==> config.mk <==
export PLATFORM = sky130hd
export DESIGN_NAME = fb_write_arbiter
export DESIGN_NICKNAME = d
export VERILOG_FILES = /design/src/rtl/fb_write_arbiter.sv
export SDC_FILE = /design/constraint.sdc
export NUM_CORES = 1
export LEC_CHECK = 0
export ABC_AREA = 1
export CAP_MARGIN = 20
export CORE_MARGIN = 10
export CORE_UTILIZATION = 51
export CTS_CLUSTER_SIZE = 24
export DETAILED_ROUTE_END_ITERATION = 6
export PLACE_DENSITY = 0.94
export SYNTH_ARGS = -nofsm -noshare
export SYNTH_HDL_FRONTEND = slang
export SYNTH_SLANG_ARGS = --single-unit
==> constraint.sdc <==
create_clock -name gameclk -period 4.1 [get_ports gameclk]
set_input_delay 0.82 -clock gameclk [delete_from_list [all_inputs] [get_ports gameclk]]
set_output_delay 0.82 -clock gameclk [all_outputs]
set_load 0.01 [all_outputs]
==> src/rtl/fb_write_arbiter.sv <==
`default_nettype none
// ============================================================================
//  Module      : fb_write_arbiter
//  Description : Shares the framebuffer pixel-write port between two painting
//                clients (round-robin on ties). Includes a clear sequencer
//                that sweeps every valid pixel to a fixed colour on request.
//  Revision    : 1.0  initial release
// ============================================================================
module fb_write_arbiter #(
  parameter int              AW        = 8,
  parameter int              DW        = 3,
  parameter int              NPIX      = 192,
  parameter logic [DW-1:0]   CLR_COLOR = 3'b111
) (
  input  logic          gameclk,
  input  logic          rst,
  input  logic          clr_start,
  output logic          clr_busy,
  output logic          clr_done,
  input  logic          req0,
  input  logic [AW-1:0] addr0,
  input  logic [DW-1:0] data0,
  output logic          gnt0,
  input  logic          req1,
  input  logic [AW-1:0] addr1,
  input  logic [DW-1:0] data1,
  output logic          gnt1,
  output logic          oob,
  output logic [AW-1:0] mem_px_addr,
  output logic [DW-1:0] mem_px_data,
  output logic          px_wr
);

  typedef enum logic [0:0] {
    S_IDLE  = 1'b0,
    S_CLEAR = 1'b1
  } state_t;

  // One extra bit so the bound still compares correctly when NPIX == 2**AW.
  localparam logic [AW:0]   NPIX_W    = (AW+1)'(NPIX);
  localparam logic [AW-1:0] LAST_ADDR = AW'(NPIX - 1);

  state_t        state_q, state_d;
  logic [AW-1:0] cnt_q, cnt_d;
  // Set once the write of LAST_ADDR has been issued; the next cycle ends the sweep.
  logic          clr_last_q, clr_last_d;
  logic          last_q, last_d;
  logic          gnt0_q, gnt0_d;
  logic          gnt1_q, gnt1_d;
  logic          px_wr_q, px_wr_d;
  logic          oob_q, oob_d;
  logic          clr_busy_q, clr_busy_d;
  logic          clr_done_q, clr_done_d;
  logic [AW-1:0] addr_q, addr_d;
  logic [DW-1:0] data_q, data_d;

  // A client granted last cycle still shows its stale req; mask it out.
  logic          elig0, elig1, both, pick;
  logic [AW-1:0] sel_addr;
  logic [DW-1:0] sel_data;
  logic          sel_oob;

  assign elig0    = req0 & ~gnt0_q;
  assign elig1    = req1 & ~gnt1_q;
  assign both     = elig0 & elig1;
  // On a tie the client that did not win the previous tie goes first.
  assign pick     = both ? ~last_q : elig1;
  assign sel_addr = pick ? addr1 : addr0;
  assign sel_data = pick ? data1 : data0;
  assign sel_oob  = ({1'b0, sel_addr} >= NPIX_W);

  // Next-state and registered-output computation for arbitration and clear sweep.
  always_comb begin
    state_d    = state_q;
    cnt_d      = cnt_q;
    clr_last_d = clr_last_q;
    last_d     = last_q;
    gnt0_d     = 1'b0;
    gnt1_d     = 1'b0;
    px_wr_d    = 1'b0;
    oob_d      = 1'b0;
    clr_busy_d = clr_busy_q;
    clr_done_d = 1'b0;
    addr_d     = addr_q;
    data_d     = data_q;

    case (state_q)
      S_IDLE: begin
        clr_busy_d = 1'b0;
        if (clr_start) begin
          // Clear takes precedence; pending requests simply wait it out.
          state_d    = S_CLEAR;
          cnt_d      = '0;
          clr_last_d = 1'b0;
          clr_busy_d = 1'b1;
        end else if (elig0 || elig1) begin
          // The tie pointer only moves when both clients actually contended.
          if (both) begin
            last_d = pick;
          end
          gnt0_d = ~pick;
          gnt1_d = pick;
          if (sel_oob) begin
            // Out-of-range write is dropped but the client is still released.
            oob_d = 1'b1;
          end else begin
            px_wr_d = 1'b1;
            addr_d  = sel_addr;
            data_d  = sel_data;
          end
        end
      end

      S_CLEAR: begin
        if (clr_last_q) begin
          state_d    = S_IDLE;
          clr_busy_d = 1'b0;
          clr_done_d = 1'b1;
          clr_last_d = 1'b0;
          cnt_d      = '0;
        end else begin
          clr_busy_d = 1'b1;
          px_wr_d    = 1'b1;
          addr_d     = cnt_q;
          data_d     = CLR_COLOR;
          // Counter saturates at the last valid pixel instead of wrapping.
          if (cnt_q == LAST_ADDR) begin
            clr_last_d = 1'b1;
          end else begin
            cnt_d = cnt_q + AW'(1);
          end
        end
      end

      default: begin
        state_d = S_IDLE;
      end
    endcase
  end

  // State and output registers with synchronous reset.
  always_ff @(posedge gameclk) begin
    if (rst) begin
      state_q    <= S_IDLE;
      cnt_q      <= '0;
      clr_last_q <= 1'b0;
      last_q     <= 1'b1;
      gnt0_q     <= 1'b0;
      gnt1_q     <= 1'b0;
      px_wr_q    <= 1'b0;
      oob_q      <= 1'b0;
      clr_busy_q <= 1'b0;
      clr_done_q <= 1'b0;
      addr_q     <= '0;
      data_q     <= '0;
    end else begin
      state_q    <= state_d;
      cnt_q      <= cnt_d;
      clr_last_q <= clr_last_d;
      last_q     <= last_d;
      gnt0_q     <= gnt0_d;
      gnt1_q     <= gnt1_d;
      px_wr_q    <= px_wr_d;
      oob_q      <= oob_d;
      clr_busy_q <= clr_busy_d;
      clr_done_q <= clr_done_d;
      addr_q     <= addr_d;
      data_q     <= data_d;
    end
  end

  assign gnt0        = gnt0_q;
  assign gnt1        = gnt1_q;
  assign px_wr       = px_wr_q;
  assign oob         = oob_q;
  assign clr_busy    = clr_busy_q;
  assign clr_done    = clr_done_q;
  assign mem_px_addr = addr_q;
  assign mem_px_data = data_q;

endmodule
`default_nettype wire

==> results by group, run 1 <==
Yosys
  – Flops & latches, synth: 27
  – Synth Flop Type: dfxtp_1
  – Top cells by area, synth: dfxtp_1 35%, nand2_1 13%, inv_1 8.8%
  – Yosys synthesis warning count: 0
  – Synth top area share: 0.352
  – Synth area leader: dfxtp_1
  – Async set-reset flop share out of synthesis: 0
  – Gate Count Post-Synth: 232
  – Unique cell type count in the Yosys netlist: 27
  – Mapped Avg Cell Area: 6.63 um2
  – Post-synth EDFFs: 0
  – Synthesized cell area: 1540 um2
  – Register area share after synthesis: 0.352
  – Syn Nets: 260

STA
  – Slew at the pin closest to its max-slew limit: 0.493 ns
  – Fmax: 0.444 GHz
  – Final hold violations: 0
  – Worst slew margin: 0.671
  – Final TNS setup: 0 ns
  – Setup Skew: 0.00264 ns
  – Endpoints failing setup: 0
  – Unrepaired setup endpoints after global routing: no
  – Fin crit share: 0.549
  – Min Tclk post-route: 2.25 ns
  – Slew Viols, Final: 0

Detailed routing
  – DR WL/cell: 13.0 um
  – DRC viols: 0
  – ANT nets after route: 0
  – Drt first pass iters: 4
  – DRT Wirelength: 3940 um
  – Via density: 5.12
  – Initial drt markers: 151
  – Vias: 1556

Layout
  – Layout cells sized above 1: 0.0989
  – Synthesis-to-finish area growth: 29.7%
  – Total Nets Final: 302
  – Most frequent cells in the layout: 55 x nand2_1, 43 x clkdlybuf4s50_1, 36 x inv_1
  – Leading cell type in the layout, fill and taps excluded: nand2_1
  – Antenna fix cells: 0

Floorplanning
  – IO Pins: 44
  – Die area: 5610 um2
  – Rows: 19
  – Core area: 2830 um2
  – Die Y: 74.9 um
  – Die W: 74.9 um
  – Starting Density: 0.544

GRT
  – Most Crowded Layer GR: met2
  – Vias in the first global route: 1407
  – First-pass GRT wire length: 6320 um
  – Met2 Resource Use GR: 0.250
  – GRT overflow: 0
  – Routing usage on met1: 0.169
  – GRT Overall Usage: 0.140
  – Initial antenna violation count: 0
  – Met3 Use GR: 0.0237
  – Largest net degree at the start of global routing: 22

CTS
  – CTS buffer count: 3
  – CTS Sinks: 27
  – Clk_lat worst skew: 0.33 ns
  – Post-CTS sizing: 0
  – CTS Root Cell: clkbuf_4
  – H-tree lvl count: 1
  – CTS Buffer Depth: 2
  – TritonCTS clock tree: done
  – Clk slew on worst S/H paths: 0.15 ns
  – # hold bufs at CTS: 0
  – Post-CTS Setup Repair Bufs: 0

Power and ir drop
  – Peak VDD IR: 138 uV
  – Leakage: 0.932 nW
  – Pwr/cell area: 289 nW/um2
  – Post-layout total power: 576 uW

Placement
  – Buffers on Ports: 43
  – Detailed placement HPWL: 3180 um
  – GPL Wtd Cong: 0.902

Critical path
  – Crit Path Category: flip-flop to output pin
  – Crit-path slowest cell: clkdlybuf4s50_1
  – Reg-to-Reg Start: gnt0$_SDFF_PP0_
  – CP Launch Type: flip-flop
  – CP arrival: 1.43 ns
  – CP bufs+invs: 1
  – CP peak stage delay: 0.60 ns
  – Crit-path leading delay family: buffers and inverters
  – Critical Path Fanout Max: 7
  – Critical path capture point type: output pin
  – CP cell instances: clkdlybuf4s50_1
  – Worst Setup SP: clr_busy$_SDFF_PP0_
  – Worst Path Required: 3.28 ns

Worst hold path
  – Hold Startpoint: mem_px_data[2]$_SDFFE_PP0P_
  – Class of the worst hold path: flip-flop to flip-flop

Flow run
  – Max-cap violations: 0

Outcome
  – Status: finished, final reports clean
==> kinds of logic (layout without fill, tap and decap cells) <==
logic type                 count (synthesis)  in the layout  share of synthesized area
and+or+nand+nor                          129            129                      0.411
buffers and inverters                     48             89                      0.129
AOI/OAI and AO/OA                         27             27                      0.101
DFF                                       27             27                      0.352
adders and majority gates                  1              1                    0.00814
==> routing by layer <==
| layer | vias up | part of all wire | wire, um |
|---|---|---|---|
| li1 | 807 | - | - |
| met1 | 693 | 0.42 | 1650 |
| met2 | 52 | 0.49 | 1950 |
| met3 | 4 | 0.079 | 312 |
| met4 | 0 | 0.0074 | 29 |
| met5 | - | 0 | 0 |
==> layout make-up <==
cell class,count,area [um2]
well taps,31,38.8
fillers,234,835
flip-flops and latches,27,541
clock inverters,1,5.00
clock buffers,3,22.5
multi-input cells,157,800
inverters,42,158
repair buffers,43,430
==> final timing paths <==
kind | end | slack (ns) | cells after the start
min | mem_px_data[2]$_SDFFE_PP0P_ | 0.50 | 2
max | clr_busy | 1.85 | 1
max reg2reg | mem_px_data[0]$_SDFFE_PP0P_ | 2.43 | 10
min reg2reg | mem_px_data[2]$_SDFFE_PP0P_ | 0.50 | 2
==> metrics by stage <==
step | hold slack [ns] | instances | worst slack (ns) | utilization | area (um2)
finish | 0.501 | 304 | 1.85 | 0.705 | 1990
global route | 0.526 | 304 | 1.66 | 0.705 | 1990
CTS | 0.502 | 304 | 1.83 | 0.705 | 1990
detailed placement | 0.477 | 300 | 1.49 | 0.695 | 1970
global placement | 0.451 | 300 | 1.58 | 0.695 | 1970
floorplan | 0.440 | 232 | 2.36 | - | 1540
==> flip-flops by register name (all words and copies together) (netlist names) <==
name,flops
cnt_q,8
mem_px_addr,8
mem_px_data,3
clr_busy,1
clr_done,1
clr_last_q,1
gnt0,1
gnt1,1
last_q,1
oob,1
px_wr,1
==> worst register-to-register path: cells and delay by family (launching register included) <==
kind | cells | cell delay [ns]
buffers and inverters | 1 | 0.11
flip-flops | 1 | 0.34
AND/OR/NAND/NOR | 9 | 1.14
==> report_power, final <==
part           internal, mW  switching [mW]
Sequential            0.280          0.0104
Combinational        0.0798          0.0867
Clock                0.0367          0.0823
Total                 0.397           0.179
==> cells in the mapped netlist, types with 3 or more instances <==
cell	number
a21oi_1	12
dfxtp_1	27
inv_1	36
inv_2	6
nand2_1	55
nand2_2	3
nand2_4	3
nand3_1	24
nand4_1	4
nor2_1	29
nor3_1	3
o21ai_0	8
o21ai_1	3
Power figures use the tool's default switching activity.
==> run 2: changes to the inputs <==
CORE_UTILIZATION = 47   (was 51)
PLACE_DENSITY = 0.88   (was 0.94)
clock period = 2.35 ns   (was 4.1 ns; I/O delays follow)
==> run 2 against run 1 <==
Effect of this change: clock skew down 0.0016 ns; worst setup slack worse by 1.4 ns; hold slack got worse by 0.0057 ns; critical endpoint unchanged; sequential share of layout area down 0.32 points; largest cell class unchanged; cell area is 1.2% higher; clock power grew 71%.
==> results by group, run 2 (synthesized netlist as in run 1, its figures left out) <==
Power and ir drop
  – Sequential share of power: 0.506 (was 0.504)
  – Psw: 309 uW (was 179 uW)
  – Post-layout total power: 1.00 mW (was 576 uW)
  – Internal Power: 693 uW (was 397 uW)
  – Clock share of power: 0.203 (was 0.207)
  – Leakage: 0.937 nW (was 0.932 nW)
  – Peak VDD IR: 214 uV (was 138 uV)
  – Pwr/cell area: 497 nW/um2 (was 289 nW/um2)
  – Gate power share: 0.291 (was 0.289)
  – Sw frac: 0.308 (was 0.311)

Placement
  – Placed cells: 314 (was 300)
  – GPL Wtd Cong: 0.903 (was 0.902)
  – Buffers on Ports: 43 (unchanged)
  – Detailed placement HPWL: 3180 um (about the same)

Worst hold path
  – Class of the worst hold path: flip-flop to flip-flop (unchanged)

Detailed routing
  – DRC viols: 0 (unchanged)
  – ANT nets after route: 0 (unchanged)
  – WL met1: 1660 um (was 1650 um)
  – WL met2: 1950 um (about the same)
  – DRT Wirelength: 3860 um (was 3940 um)
  – Initial drt markers: 116 (was 151)
  – Drt first pass iters: 4 (unchanged)
  – Via density: 4.81 (was 5.12)
  – Vias: 1528 (was 1556)
  – DR WL/cell: 12.1 um (was 13.0 um)
  – Top Layer Used: met4 (unchanged)
  – WL met3: 217 um (was 312 um)

Critical path
  – CP peak stage delay: 0.60 ns (about the same)
  – Crit-path leading delay family: buffers and inverters (unchanged)
  – CP cell instances: clkdlybuf4s50_1 (unchanged)
  – Worst Path Required: 1.88 ns (was 3.28 ns)
  – CP Launch Type: flip-flop (unchanged)
  – CP arrival: 1.43 ns (about the same)
  – CP bufs+invs: 1 (unchanged)
  – Crit-path slowest cell: clkdlybuf4s50_1 (unchanged)
  – Crit Path Category: flip-flop to output pin (unchanged)
  – Critical path capture point type: output pin (unchanged)
  – Critical Path Fanout Max: 7 (unchanged)

GRT
  – Initial antenna violation count: 0 (unchanged)
  – GRT overflow: 0 (unchanged)
  – Largest net degree at the start of global routing: 22 (unchanged)
  – Vias in the first global route: 1486 (was 1407)
  – First-pass GRT wire length: 6640 um (was 6320 um)
  – GRT Overall Usage: 0.129 (was 0.140)

Layout
  – Leading cell type in the layout, fill and taps excluded: nand2_1 (unchanged)
  – Fill cells: 298 (was 234)
  – Synthesis-to-finish area growth: 31.2% (was 29.7%)
  – Final Non-Filler Cells: 318 (was 304)
  – Total Nets Final: 303 (was 302)
  – Antenna fix cells: 0 (unchanged)
  – Most frequent cells in the layout: 55 x nand2_1, 43 x clkdlybuf4s50_1, 36 x inv_1 (unchanged)
  – Layout cells sized above 1: 0.102 (was 0.0989)

STA
  – Slew Viols, Final: 0 (unchanged)
  – Slew at the pin closest to its max-slew limit: 0.515 ns (was 0.493 ns)
  – Fin crit share: 0.808
  – Fmax: 0.527 GHz
  – Setup Skew: 0.00100 ns (was 0.00264 ns)
  – Final hold violations: 0 (unchanged)
  – Hold slack: 0.495 ns (was 0.501 ns)
  – Final TNS setup: 0 ns (unchanged)
  – Endpoints failing setup: 0 (unchanged)
  – Unrepaired setup endpoints after global routing: no (unchanged)
  – Worst slew margin: 0.657 (was 0.671)
  – Min Tclk post-route: 1.90 ns

CTS
  – H-tree lvl count: 1 (unchanged)
  – Post-CTS sizing: 0 (unchanged)
  – # hold bufs at CTS: 0 (unchanged)
  – Post-CTS Setup Repair Bufs: 0 (unchanged)
  – TritonCTS clock tree: done (unchanged)
  – CTS buffer count: 3 (unchanged)
  – CTS Root Cell: clkbuf_4 (unchanged)
  – CTS Sinks: 27 (unchanged)
  – Clk_lat worst skew: 0.33 ns (about the same)
  – CTS Buffer Depth: 2 (unchanged)
  – Clk slew on worst S/H paths: 0.14 ns (was 0.15 ns)

Floorplanning
  – Die Y: 77.2 um (was 74.9 um)
  – Core area: 3100 um2 (was 2830 um2)
  – Die area: 5960 um2 (was 5610 um2)
  – Die W: 77.2 um (was 74.9 um)
  – Rows: 20 (was 19)
  – IO Pins: 44 (unchanged)
  – Starting Density: 0.496 (was 0.544)

Flow run
  – Max-cap violations: 0 (unchanged)

Outcome
  – Status: finished, final reports clean (unchanged)
## run 2: metal layers
layer  track usage  vias up
li1              -      810
met1         0.160      675
met2         0.219       39
met3        0.0245        4
met4        0.0347        0
met5             0        -
## run 2: final cells by class
class                   count  area [um2]  area share
repair buffers             44         438       0.217
clock buffers               3        22.5      0.0112
flip-flops and latches     27         541       0.268
well taps                  44        55.1      0.0273
inverters                  42         158      0.0781
multi-input cells         157         800       0.396
clock inverters             1        5.00     0.00248
## run 2: path summary, 6_finish.rpt
check                                    from                          end  slack [ns]  cells past startpoint
hold / removal    mem_px_data[1]$_SDFFE_PP0P_  mem_px_data[1]$_SDFFE_PP0P_        0.49                      2
hold reg to reg   mem_px_data[1]$_SDFFE_PP0P_  mem_px_data[1]$_SDFFE_PP0P_        0.49                      2
setup reg to reg              gnt0$_SDFF_PP0_  mem_px_data[2]$_SDFFE_PP0P_        0.70                     10
setup / recovery          clr_busy$_SDFF_PP0_                     clr_busy        0.45                      1
## run 2: per-stage QoR
step                cell area, um2   util  setup slack, ns
CTS                           2020  0.650            0.436
floorplan                     1540      -            0.960
global route                  2020  0.650            0.264
global placement              1990  0.642            0.184
detailed placement            1990  0.642            0.101
finish                        2020  0.650            0.452
## run 2: power by group through the flow
| stage | Sequential [mW] | Combinational (mW) | Clock [mW] |
|---|---|---|---|
| after detailed placement | 0.517 | 0.293 | 0 |
| after CTS | 0.507 | 0.294 | 0.209 |
| after global placement | 0.516 | 0.287 | 0 |
| final | 0.507 | 0.292 | 0.204 |
| after floorplan | 0.529 | 0.156 | 0 |
| after global routing | 0.513 | 0.327 | 0.226 |
==> RTL edit: new RTL, flow settings as in run 1 <==
Take the reset off `addr_q` and load it in a clocked block of its own.
--- a/src/rtl/fb_write_arbiter.sv
+++ b/src/rtl/fb_write_arbiter.sv
@@ -151,7 +151,6 @@
       oob_q      <= 1'b0;
       clr_busy_q <= 1'b0;
       clr_done_q <= 1'b0;
-      addr_q     <= '0;
       data_q     <= '0;
     end else begin
       state_q    <= state_d;
@@ -164,9 +163,12 @@
       oob_q      <= oob_d;
       clr_busy_q <= clr_busy_d;
       clr_done_q <= clr_done_d;
-      addr_q     <= addr_d;
       data_q     <= data_d;
     end
+  end
+
+  always_ff @(posedge gameclk) begin
+    addr_q <= addr_d;
   end
 
   assign gnt0        = gnt0_q;
Formal check against the unedited RTL: not equivalent (a bounded check fails within 4 cycles, from zero or initial values and one cycle with rst high).
==> RTL edit against run 1 <==
Critical path depth rose by 8; setup slack improved by 0.030 ns; critical path type is now in -> reg; sequential share of layout area is 8.1 points higher; largest cell class is now flip-flops and latches; routed wire length fell by 3.5%; final area is 12% lower; power shrank 2.7%; sequential cell count is the same; synthesized area fell by 17%.
==> RTL edit: results (changes against run 1) <==
| Metric | Value |
|---|---|
| Post-synthesis cell type count | 26 (was 27) |
| Run status | finished, final reports clean (unchanged) |
| Worst-case vdd ir drop | 220 uV (was 138 uV) |
| Routing usage on met3 | 2.68% (was 2.37%) |
| Gate family responsible for the most delay along the worst path | simple AND/OR/NAND/NOR gates (was buffers and inverters) |
| Net Count, Synth | 193 (was 260) |
| Global router's overall resource usage | 15.1% (was 14.0%) |
| Sequential share of cell area | 35.2% (was 27.1%) |
| #MultiIn Comb | 118 (was 157) |
| Largest net degree at the start of global routing | 18 (was 22) |
| Final non-filler cell area | 1760 sq um (was 1990 sq um) |
| Max-slew headroom | 74.9% (was 67.1%) |
| Final std cells w/o fill | 240 (was 304) |
| Fill cells | 172 (was 234) |
| Fraction of area in multi-input gates | 32.8% (was 40.1%) |
| Number of vias per cell after detailed routing | 5.53 (was 5.12) |
| Mapped Cells | 165 (was 232) |
| Worst slack after detailed placement | 1.54 ns (was 1.49 ns) |
| Via count of the first global-routing pass | 1,324 (was 1,407) |
| Leak Pwr | 0.718 nW (was 0.932 nW) |
| Global-route wire length before repair | 6.19 mm (was 6.32 mm) |
| Share of final-layout standard cells stronger than drive strength 1 | 10.0% (was 9.89%) |
| Instance count after placement with tap cells included | 236 (was 300) |
| Met2 Track Usage GR | 27.3% (was 25.0%) |
| GPL Wtd Cong | 0.840 (was 0.902) |
| Iteration-0 DRC count of the detailed router | 88 (was 151) |
| Crit-path max FO | 14 (was 7) |
| GRT met1 Usage | 15.6% (was 16.9%) |
| Inverters excl. clock | 18 (was 42) |
| DR pass1 iterations | 7 (was 4) |
| Post-DP HPWL | 3.09 mm (was 3.18 mm) |
| Portion of the layout cell area used by clock cells | 1.49% (was 1.38%) |
| Portion of the post-synthesis area used by sequential elements | 48.5% (was 35.2%) |
| Largest cells by area after synthesis | sky130_fd_sc_hd__dfxtp_1 (30%), sky130_fd_sc_hd__edfxtp_1 (19%), sky130_fd_sc_hd__nand2_1 (13%), sky130_fd_sc_hd__nor2_1 (6.8%), sky130_fd_sc_hd__nand3_1 (4.3%) (was sky130_fd_sc_hd__dfxtp_1 (35%), sky130_fd_sc_hd__nand2_1 (13%), sky130_fd_sc_hd__inv_1 (8.8%), sky130_fd_sc_hd__nand3_1 (7.8%), sky130_fd_sc_hd__nor2_1 (7.1%)) |
| Largest stage delay, worst path | 0.46 ns (was 0.60 ns) |
| Worst path arrival time | 2.25 ns (was 1.43 ns) |
| WL final | 3.80 mm (was 3.94 mm) |
==> RTL edit: kinds of logic after synthesis <==
| logic type | share of synthesized area [%] |
|---|---|
| compound gates | 10.9 |
| fa+ha+maj | 0.978 |
| buf+inv | 6.16 |
| flops | 48.5 |
| simple gates | 33.5 |
==> RTL edit: worst paths after layout <==
check                   from              to  slack (ns)  depth (start not counted)
setup reg to reg        gnt0  mem_px_addr[7]        2.47                          8
setup / recovery        req1  mem_px_addr[7]        1.88                          9
hold / removal    clr_last_q        clr_done        0.52                          2
hold reg to reg   clr_last_q        clr_done        0.52                          2
==> RTL edit: where the power goes <==
part           internal [mW]  switching (mW)
sequential             0.298          0.0100
combinational         0.0688          0.0703
clock                 0.0381          0.0751
==> RTL edit: layer usage <==
metal	up-vias	part of all wire (%)
met1	594	38
li1	627	-
met5	-	0
met2	89	48
met3	18	9.0
met4	0	4.8
